File: src/rtl/mem_port_arbiter.sv
// Round-robin arbiter sharing one single-port synchronous RAM between the
// instruction-fetch (I) and data (D) ports, with a fixed 4-state access sequence.
module mem_port_arbiter #(
  parameter int ADDR_W = 9,
  parameter int DATA_W = 32
) (
  input  logic              clk,
  input  logic              reset,
  input  logic              i_req,
  input  logic [ADDR_W-1:0] i_addr,
  output logic              i_ack,
  output logic [DATA_W-1:0] i_rdata,
  input  logic              d_req,
  input  logic              d_we,
  input  logic [ADDR_W-1:0] d_addr,
  input  logic [DATA_W-1:0] d_wdata,
  output logic              d_ack,
  output logic [DATA_W-1:0] d_rdata,
  output logic              ram_write,
  output logic [ADDR_W-1:0] ram_addr,
  output logic [DATA_W-1:0] ram_d,
  input  logic [DATA_W-1:0] ram_q,
  output logic              busy
);

  typedef enum logic [1:0] {
    S_IDLE    = 2'd0,
    S_ISSUE   = 2'd1,
    S_CAPTURE = 2'd2,
    S_RESP    = 2'd3
  } state_t;

  state_t              state_q;
  logic                last_d_q;   // 1 when the most recent grant went to D
  logic                gnt_d_q;    // port owning the access in flight
  logic                store_q;
  logic                ram_write_q;
  logic [ADDR_W-1:0]   ram_addr_q;
  logic [DATA_W-1:0]   ram_d_q;
  logic                i_ack_q;
  logic                d_ack_q;
  logic [DATA_W-1:0]   i_rdata_q;
  logic [DATA_W-1:0]   d_rdata_q;
  logic                gnt_d_d;

  // D wins when it is the only requester, or on contention when I went last.
  always_comb begin
    gnt_d_d = d_req && (!i_req || !last_d_q);
  end

  always_ff @(posedge clk) begin
    if (reset) begin
      state_q     <= S_IDLE;
      last_d_q    <= 1'b1;
      gnt_d_q     <= 1'b0;
      store_q     <= 1'b0;
      ram_write_q <= 1'b0;
      ram_addr_q  <= '0;
      ram_d_q     <= '0;
      i_ack_q     <= 1'b0;
      d_ack_q     <= 1'b0;
      i_rdata_q   <= '0;
      d_rdata_q   <= '0;
    end else begin
      i_ack_q <= 1'b0;
      d_ack_q <= 1'b0;
      case (state_q)
        S_IDLE: begin
          if (i_req || d_req) begin
            gnt_d_q     <= gnt_d_d;
            last_d_q    <= gnt_d_d;
            store_q     <= gnt_d_d && d_we;
            ram_write_q <= gnt_d_d && d_we;
            ram_addr_q  <= gnt_d_d ? d_addr : i_addr;
            ram_d_q     <= gnt_d_d ? d_wdata : '0;
            state_q     <= S_ISSUE;
          end
        end
        S_ISSUE: begin
          ram_write_q <= 1'b0;
          state_q     <= S_CAPTURE;
        end
        S_CAPTURE: begin
          // RAM output reflects the address presented during ISSUE.
          if (!gnt_d_q) begin
            i_rdata_q <= ram_q;
            i_ack_q   <= 1'b1;
          end else begin
            if (!store_q) d_rdata_q <= ram_q;
            d_ack_q <= 1'b1;
          end
          state_q <= S_RESP;
        end
        default: begin
          state_q <= S_IDLE;
        end
      endcase
    end
  end

  assign i_ack     = i_ack_q;
  assign d_ack     = d_ack_q;
  assign i_rdata   = i_rdata_q;
  assign d_rdata   = d_rdata_q;
  assign ram_write = ram_write_q;
  assign ram_addr  = ram_addr_q;
  assign ram_d     = ram_d_q;
  assign busy      = (state_q != S_IDLE);

endmodule

File: config.mk
export PLATFORM = sky130hd
export DESIGN_NAME = mem_port_arbiter
export DESIGN_NICKNAME = d
export VERILOG_FILES = /design/src/rtl/mem_port_arbiter.sv
export SDC_FILE = /design/constraint.sdc
export NUM_CORES = 1
export LEC_CHECK = 0
export ABC_AREA = 1
export BUFFER_PORTS_ARGS = -buffer_cell sky130_fd_sc_hd__buf_2
export CORE_MARGIN = 3
export CORE_UTILIZATION = 42
export CTS_CLUSTER_DIAMETER = 120
export CTS_CLUSTER_SIZE = 14
export DETAILED_ROUTE_END_ITERATION = 7
export PLACE_DENSITY = 0.86
export SLEW_MARGIN = 20
export SYNTH_ARGS = -nofsm -noshare
export SYNTH_HDL_FRONTEND = slang
export SYNTH_SLANG_ARGS = --single-unit
File: constraint.sdc
create_clock -name clk -period 1.3 [get_ports clk]
set_input_delay 0.065 -clock clk [delete_from_list [all_inputs] [get_ports clk]]
set_output_delay 0.065 -clock clk [all_outputs]
set_load 0.02 [all_outputs]
---- Yosys cells after proc, flatten, opt, wreduce, memory -nomap -nowiden ----
Index checks and enable logic that the tools add are counted.
W data, S select, Z words.
word-level totals
  register bits after elaboration ......... 113
  input bits .............................. 87
  output and inout port bits .............. 109
  word-level logic and storage cells ...... 39
operators by class
  equal/unequal tests ..................... 3
  multiplexer cells ....................... 8
  bitwise gates (word level) .............. 3
  reductions and logical operators ........ 14
operators by type and width
  cell                  count
  $mux W32              1
  $mux W9               1
  $pmux W2 S3           1
  $reduce_and A2 Y1     3
  $reduce_bool A2 Y1    2
  $mux W1               3
  $not A1 Y1            3
  $reduce_and A3 Y1     1
  $eq A2 B1 Y1 const B  1
  $eq A2 B2 Y1 const B  1
  $logic_and A1 B1 Y1   2
  $logic_not A1 Y1      2
  $logic_not A2 Y1      1
  $logic_or A1 B1 Y1    2
  $mux W2               1
  $ne A2 B2 Y1 const B  1
  $pmux W1 S2           1
  $reduce_or A2 Y1      1

---- Longest topological paths before layout ----
Gate-level depths: netlist of run 1.
  depth after elaboration ................. 6
  gate-level depth with buffers ........... 8
  gate-level depth less buffers ........... 7

---- Least setup slack after synthesis of run 1 ----
OpenSTA, ideal clock, no wires.
  path kind ............................... flip-flop to flip-flop
  from .................................... register state_q[0]
  to ...................................... register i_rdata_q[23] (netlist: i_rdata[23])
  setup time .............................. 0.065 ns
  arrival ................................. 1.242 ns
  data required time ...................... 1.235 ns
  setup slack ............................. -0.006 ns
  cell stages (with the launch flop) ...... 9
  path buffers ............................ 1
  period minus slack after synthesis ...... 1.306 ns
  cell sequence ........................... dfxtp_1 inv_1 ha_1 inv_1 nor2_2 inv_1 buf_1 nor2_1 nor2_1
on the way
  word-level cells in the longest chain between the ends .. 2
ends and longest elaborated chain
  item                                RTL line  source
  start, declared                     33        state_t state_q;
  start signal, assigned              53        state_q <= S_IDLE;
  start signal, assigned              76        state_q <= S_ISSUE;
  start signal, assigned              81        state_q <= S_CAPTURE;
  $eq A2 B2 Y1                        67        case (state_q)
  $reduce_and A2 Y1 (no source line)  -
  end signal, assigned                86        i_rdata_q <= ram_q;
  end, declared                       42        logic [DATA_W-1:0] i_rdata_q;
No other way between the ends.
A chain may end at the register's enable or synchronous reset.

---- Final worst setup path of run 1 ----
  from .................................... register state_q[1]
  to ...................................... register ram_d_q[17] (netlist: ram_d[17])
on the way
  word-level cells in the longest chain between the ends .. 2
ends and longest elaborated chain
  item                                RTL line  source
  $logic_not A2 Y1                    67
  $reduce_and A2 Y1 (no source line)  -
  end signal, assigned                75        ram_d_q <= gnt_d_d ? d_wdata : '0;
  end, declared                       39        logic [DATA_W-1:0] ram_d_q;
No other way between the ends.

==> impl_results.md, run 1 <==
* Status: complete, but fails checks
* Failing checks: setup timing
* Post-placement cell count at 864
* Worst skew pair latency at 0.50 ns
* Worst Setup SP: state_q[1]
* Final nets at 950
* 1st-pass router iterations at 6
* Rows at 36
* FF+latch count, synth at 113
* Clock-pin slew on the worst setup and hold paths at 0.06 ns
* First-pass GRT wire length at 25.7 mm
* Max stage delay cell, worst path: dfxtp_2
* Ports at 196
* Critical path's most frequent cell: buf_12
* Worst-Margin Slew at 0.324 ns
* P&R area growth vs syn at 82.2%
* Final slew viol count at 0
* Core Box Area at 9770 µm²
* Max-slew headroom at 78.3%
* Drt total wl at 18.7 mm
* Cts bufs inserted at 17
* CTS root buffer: clkbuf_8
* Ys flop type: dfxtp_1
* Achievable Freq at 0.687 GHz
* Simple-gate share of the synthesized area at 25.9%
* Ys Warns at 0
* Unrepaired setup endpoints after global routing: true
* Synth Area in XOR/XNOR at 0%
* Max Root-Sink Buffers at 2
* GRT Overall Usage at 28.3%
* Initial core utilization at 43.3%
* Hold_sp: ram_q[23]
* H-tree levels at 4
* Post-route cell area at 7710 µm²
* Mapped Area at 4230 µm²
* Post-layout util at 78.9%
* Num Clock Sinks at 113
* Req. time, crit path at 1.71 ns
* Fraction of layout cells with a size suffix above 1 at 43.1%
* Crit path cell chain: inv_2, ha_4, buf_6, o21ai_4, buf_12, buf_12, nand2_2, a21oi_2
* Crit path DAT at 1.87 ns
* Dominant cell type by area after synthesis: dfxtp_1
* Max cap viols at 0
* CP max FO at 7
* Synth Area in Compound Gates at 13.3%
* Input/output buffers at 195
* Syn Inst Count at 550
* FFs w/ async S/R, synth at 0%
* Net Count, Synth at 640
* Synth cell types at 19
* Placed Area at 5490 µm²
* Leak pwr at 3.77 nW
* Die X at 106 µm
* Fillcell total at 591
* Synth top cells by count: nor2_1, dfxtp_1, o21ai_0, nand2_1, a21oi_1
* Setup violators final at 72
* Most frequent cell after synthesis: nor2_1
* Dpl hpwl at 8.48 mm
* Initial antenna violation count at 1
* DR vias at 5,356
* Yosys top cell area share at 53.5%
* Post-synth EDFFs at 0
* Max incr delay on CP at 0.34 ns
* Avg WL per Cell at 18.5 µm
* Final Wtd Congestion at 0.795
* Min Tclk post-route at 1.46 ns
* DR vias/cell at 5.32
* Drc violations at 0
* Final Non-Filler Cells at 1,007
* Drt initial violations at 385
* Setup WS post-layout at -0.156 ns
* RR Startpoint: state_q[1]
* Synth area leaders: dfxtp_1, nor2_1, o21ai_0, nand2_1, nand4_1
* Maximum vdd drop at 1.42 mV
* Die height at 106 µm
* Total gr overflow at 0
* PD cells at 2010 nW/µm²
* Mean area per synthesized cell at 7.69 µm²
* Largest net degree at the start of global routing at 76
* Seq/Total Area, Yosys at 53.5%
* Worst Setup End Kind: flop
* Startpoint Class: flop
* Adder-cell share of the synthesized area at 0.887%
* CTS tree: built
* Post-route ant nets at 0
* Largest family of logic cells by synthesized area: simple AND/OR/NAND/NOR gates
* Die Footprint at 11,300 µm²
* Period utilization at 112%
* Final Hold Fails at 0
* Clock skew at 0.0139 ns
* Mux contribution to synthesized area at 0%
* WS Path Type: reg2reg
* Hold Path Class: in2reg
* Vias in the first global route at 5,036
==> routing by layer <==
metal	part of all wire, %	vias to the layer above	track usage (%)
met5	0	-	0
met4	4.5	0	11.6
met3	8.7	93	8.86
met2	49	363	48.4
met1	37	2476	32.7
li1	-	2424	-
==> what timing repair did <==
item,CTS,global route
pin swaps,5,37
cloned,4,9
endpoints found under the hold margin,112,0
hold buffers,86,0
buffers inserted,12,7
endpoints found under the setup margin,94,109
gates resized for setup,62,116
==> metrics by stage <==
stage / power (mW) / setup WS [ns] / setup TNS [ns] / hold WS [ns]
after floorplan: 7.07 / 0.0175 / 0 / 0.200
after global placement: 8.65 / -0.00523 / -0.00523 / 0.304
after detailed placement: 8.72 / -0.0613 / -1.06 / 0.317
after CTS: 14.2 / -0.00771 / -0.0157 / 0.310
after global routing: 16.1 / -0.187 / -9.87 / 0.355
final: 15.5 / -0.156 / -4.08 / 0.347
==> report_power, final <==
part,switching (mW),internal [mW]
registers,0.430,4.16
logic,3.67,2.72
clock network,1.73,2.75
==> flip-flops by register name, summed over array words and instances (netlist names) <==
| signal | flops |
|---|---|
| ram_addr | 9 |
| store_q | 1 |
| ram_d | 32 |
| d_rdata | 32 |
| ram_write | 1 |
| i_ack | 1 |
| i_rdata | 32 |
| gnt_d_q | 1 |
| d_ack | 1 |
| state_q | 2 |
| last_d_q | 1 |
==> final cells by class <==
| type | count | area, µm² | share of cell area [%] |
|---|---|---|---|
| clock inverters | 14 | 158 | 2.05 |
| diodes | 1 | 2.50 | 0.0325 |
| multi-input cells | 377 | 2080 | 27.0 |
| well taps | 133 | 166 | 2.16 |
| repair buffers | 332 | 2540 | 32.9 |
| flip-flops and latches | 113 | 2260 | 29.4 |
| clock buffers | 18 | 418 | 5.42 |
| inverters | 19 | 78.8 | 1.02 |
==> cells in the final DEF (no fill, tap or decap), types with 5 or more instances in the layout <==
master         count
a21oi_1            9
a21oi_2           26
buf_12            12
buf_2            194
buf_4             19
buf_6             12
clkbuf_16         20
clkinv_4           5
dfxtp_1          111
dlygate4sd3_1     86
inv_1             12
nand2_1           28
nand2_2           13
nand2_4           18
nand4_1           32
nor2_1           145
nor2_2            17
nor2_4             6
o21ai_0           33
o21ai_1           35
o21ai_2            6
==> worst max-delay path: cells and delay by family (launching register included) <==
kind                     cells  cell delay [ns]
AO/OA/AOI/OAI                2             0.31
adder cells (fa/ha/maj)      1             0.17
buffers and inverters        4             0.50
flip-flops                   1             0.34
AND/OR/NAND/NOR              1             0.06
==> path summary, 6_finish.rpt <==
path | end | slack, ns | cells past startpoint
setup / recovery | ram_d[17] | -0.16 | 8
hold reg to reg | ram_d[9] | 0.47 | 2
hold / removal | i_rdata[23] | 0.35 | 4
setup reg to reg | ram_d[17] | -0.16 | 8
==> kinds of logic (layout without fill, tap and decap cells) <==
kind of cell             after synthesis  count (layout)
other                                  0               1
flip-flops                           113             113
AO/OA/AOI/OAI                        110             110
buffers and inverters                 60             383
AND/OR/NAND/NOR                      264             264
adder cells (fa/ha/maj)                3               3
Power figures use the tool's default switching activity.
==> run 2: changes to the inputs <==
--- a/config.mk
+++ b/config.mk
@@ -7,6 +7,7 @@
 export LEC_CHECK = 0
 export ABC_AREA = 1
 export BUFFER_PORTS_ARGS = -buffer_cell sky130_fd_sc_hd__buf_2
+export CORE_ASPECT_RATIO = 0.7
 export CORE_MARGIN = 3
 export CORE_UTILIZATION = 42
 export CTS_CLUSTER_DIAMETER = 120
==> run 2 against run 1 <==
Against the previous run:
- the run still ends with setup timing left
- critical path type unchanged
- largest power group is now the clock network
- wire length shrank 8.8%
- final cell count shrank 3.1%
- critical path depth shrank 1
==> impl_results.md, run 2 (synthesis gave the netlist of run 1 again) <==
* Drc violations at 0 (unchanged)
* Post-route setup TNS at -0.943 ns (+3.14 ns)
* P&R area growth vs syn at 77.6%
* Core Box Area at 9430 µm² (-3.5%)
* CTS root buffer: clkbuf_16
* 1st-pass router iterations at 5 (-1)
* Post-route ant nets at 0 (unchanged)
* Worst-Margin Slew at 0.415 ns (+0.0911 ns)
* Final Wtd Congestion at 0.808 (+1.7%)
* DR vias/cell at 5.21 (-2.0%)
* Max incr delay on CP at 0.38 ns (+0.04 ns)
* Post-route cell area at 7510 µm² (-2.5%)
* Initial antenna violation count at 1 (unchanged)
* Final Non-Filler Cells at 976 (-3.1%)
* Hold Slack at 0.0249 ns (-0.323 ns)
* DR vias at 5,089 (-5.0%)
* Die X at 126 µm (+18%)
* Crit path DAT at 1.73 ns (-0.14 ns)
* Max stage delay cell, worst path: dfxtp_4
* Post-layout util at 79.6% (+0.76 points)
* Period utilization at 108% (-4.3 points)
* Die height at 90.0 µm (-15%)
* Drt initial violations at 316 (-18%)
* Worst skew pair latency at 0.41 ns (-0.09 ns)
* RR Startpoint: state_q[1]
* CTS tree: built
* Worst Setup End Kind: flop
* Setup violators final at 41 (-43%)
* Cts bufs inserted at 17 (unchanged)
* Clock skew at 0.00848 ns (-0.00547 ns)
* Hold_sp: d_addr[8]
* H-tree levels at 4 (unchanged)
* Input/output buffers at 195 (unchanged)
* WS Path Type: reg2reg
* Multi-input combinational cell area at 2050 µm² (-1.4%)
* CP delay by family, top: buffers and inverters
* Drt total wl at 17.0 mm (-8.8%)
* GRT Overall Usage at 25.8% (-2.5 points)
* PD cells at 2090 nW/µm² (+4.2%)
* Fraction of layout cells with a size suffix above 1 at 42.4% (-0.65 points)
* Avg WL per Cell at 17.4 µm (-5.9%)
* Fillcell total at 580 (-1.9%)
* Total gr overflow at 0 (unchanged)
* Max cap viols at 0 (unchanged)
* Most frequent cells in the layout: buf_2, nor2_1, dfxtp_1
* Placed Area at 5450 µm² (-0.62%)
* Clock-pin slew on the worst setup and hold paths at 0.05 ns (about the same)
* Die Footprint at 11,300 µm² (+0.17%)
* Leak pwr at 3.61 nW (-4.2%)
* Hold Path Class: in2reg
* Achievable Freq at 0.714 GHz (+4.0%)
* Pre-CTS setup slack at -0.0615 ns (-0.000164 ns)
* Min Tclk post-route at 1.40 ns (-0.0558 ns)
* Most common cell after layout, fill and taps aside: buf_2
* Final nets at 928 (-2.3%)
* Rows at 29 (-19%)
* Crit path cell chain: inv_4, ha_4, buf_6, o21ai_4, clkbuf_16, nand2_1, a21oi_2
* CP max FO at 8 (+1)
* Max-slew headroom at 72.2% (-6.1 points)
* Max Root-Sink Buffers at 2 (unchanged)
* Num Clock Sinks at 113 (unchanged)
* Post-placement cell count at 857 (-0.81%)
* Overall power at 15.7 mW (+1.5%)
* Final Hold Fails at 0 (unchanged)
* Unrepaired setup endpoints after global routing: true
* FF/Latch Area at 2270 µm² (+0.11%)
* Worst Setup SP: state_q[1]
* Largest net degree at the start of global routing at 54 (-29%)
* Startpoint Class: flop
* Status: complete, but fails checks
* CP bufs+invs at 3 (-1)
* Vias in the first global route at 4,719 (-6.3%)
* Req. time, crit path at 1.63 ns (-0.08 ns)
* First-pass GRT wire length at 24.0 mm (-6.5%)
* Failing checks: setup timing
* Ports at 196 (unchanged)
* Dpl hpwl at 8.49 mm (about the same)
* Initial core utilization at 44.8% (+1.6 points)
* Setup WS post-layout at -0.101 ns (+0.0558 ns)
* Final slew viol count at 0 (unchanged)
* Maximum vdd drop at 1.14 mV (-20%)
[run 2: path summary, 6_finish.rpt]
check	to	slack, ns	depth (start not counted)
worst max-delay path	ram_d[19]	-0.10	7
worst min register to register	ram_d[12]	0.46	2
worst min-delay path	ram_addr[8]	0.02	5
worst max register to register	ram_d[19]	-0.10	7
[run 2: layout make-up]
cell class                 instances  area share [%]
antenna                            1          0.0333
clock buffer                      23            6.63
clock inverter                     9            2.97
inverter                          19            1.12
multi-input combinational        377            27.3
sequential                       113            30.2
tap                              124            2.07
timing repair buffer             310            29.7
[run 2: worst min-delay path: stages]
cell	delay, ns
buf_2	0.10
inv_1	0.04
nor2_1	0.04
nor2_1	0.09
nor2_1	0.05
[run 2: layer usage]
| metal | global-route usage (%) | wire [µm] | vias to the layer above |
|---|---|---|---|
| met4 | 10.6 | 771 | 0 |
| met2 | 43.7 | 8440 | 276 |
| met1 | 30.8 | 6590 | 2365 |
| met5 | 0 | 0 | - |
| met3 | 7.23 | 1230 | 76 |
| li1 | - | - | 2372 |
[run 2: where the power goes]
part | internal (mW) | total, mW | switching [mW]
sequential | 4.17 | 4.56 | 0.395
clock | 4.04 | 5.61 | 1.57
combinational | 2.21 | 5.52 | 3.32
[run 2: repair_timing]
action | in CTS | in global routing
hold endpoints to repair | 105 | 0
setup endpoints to repair | 109 | 109
pin swaps | 2 | 13
buffers inserted | 1 | 2
hold buffers | 77 | 0
gates cloned | 0 | 7
resized for setup | 23 | 118
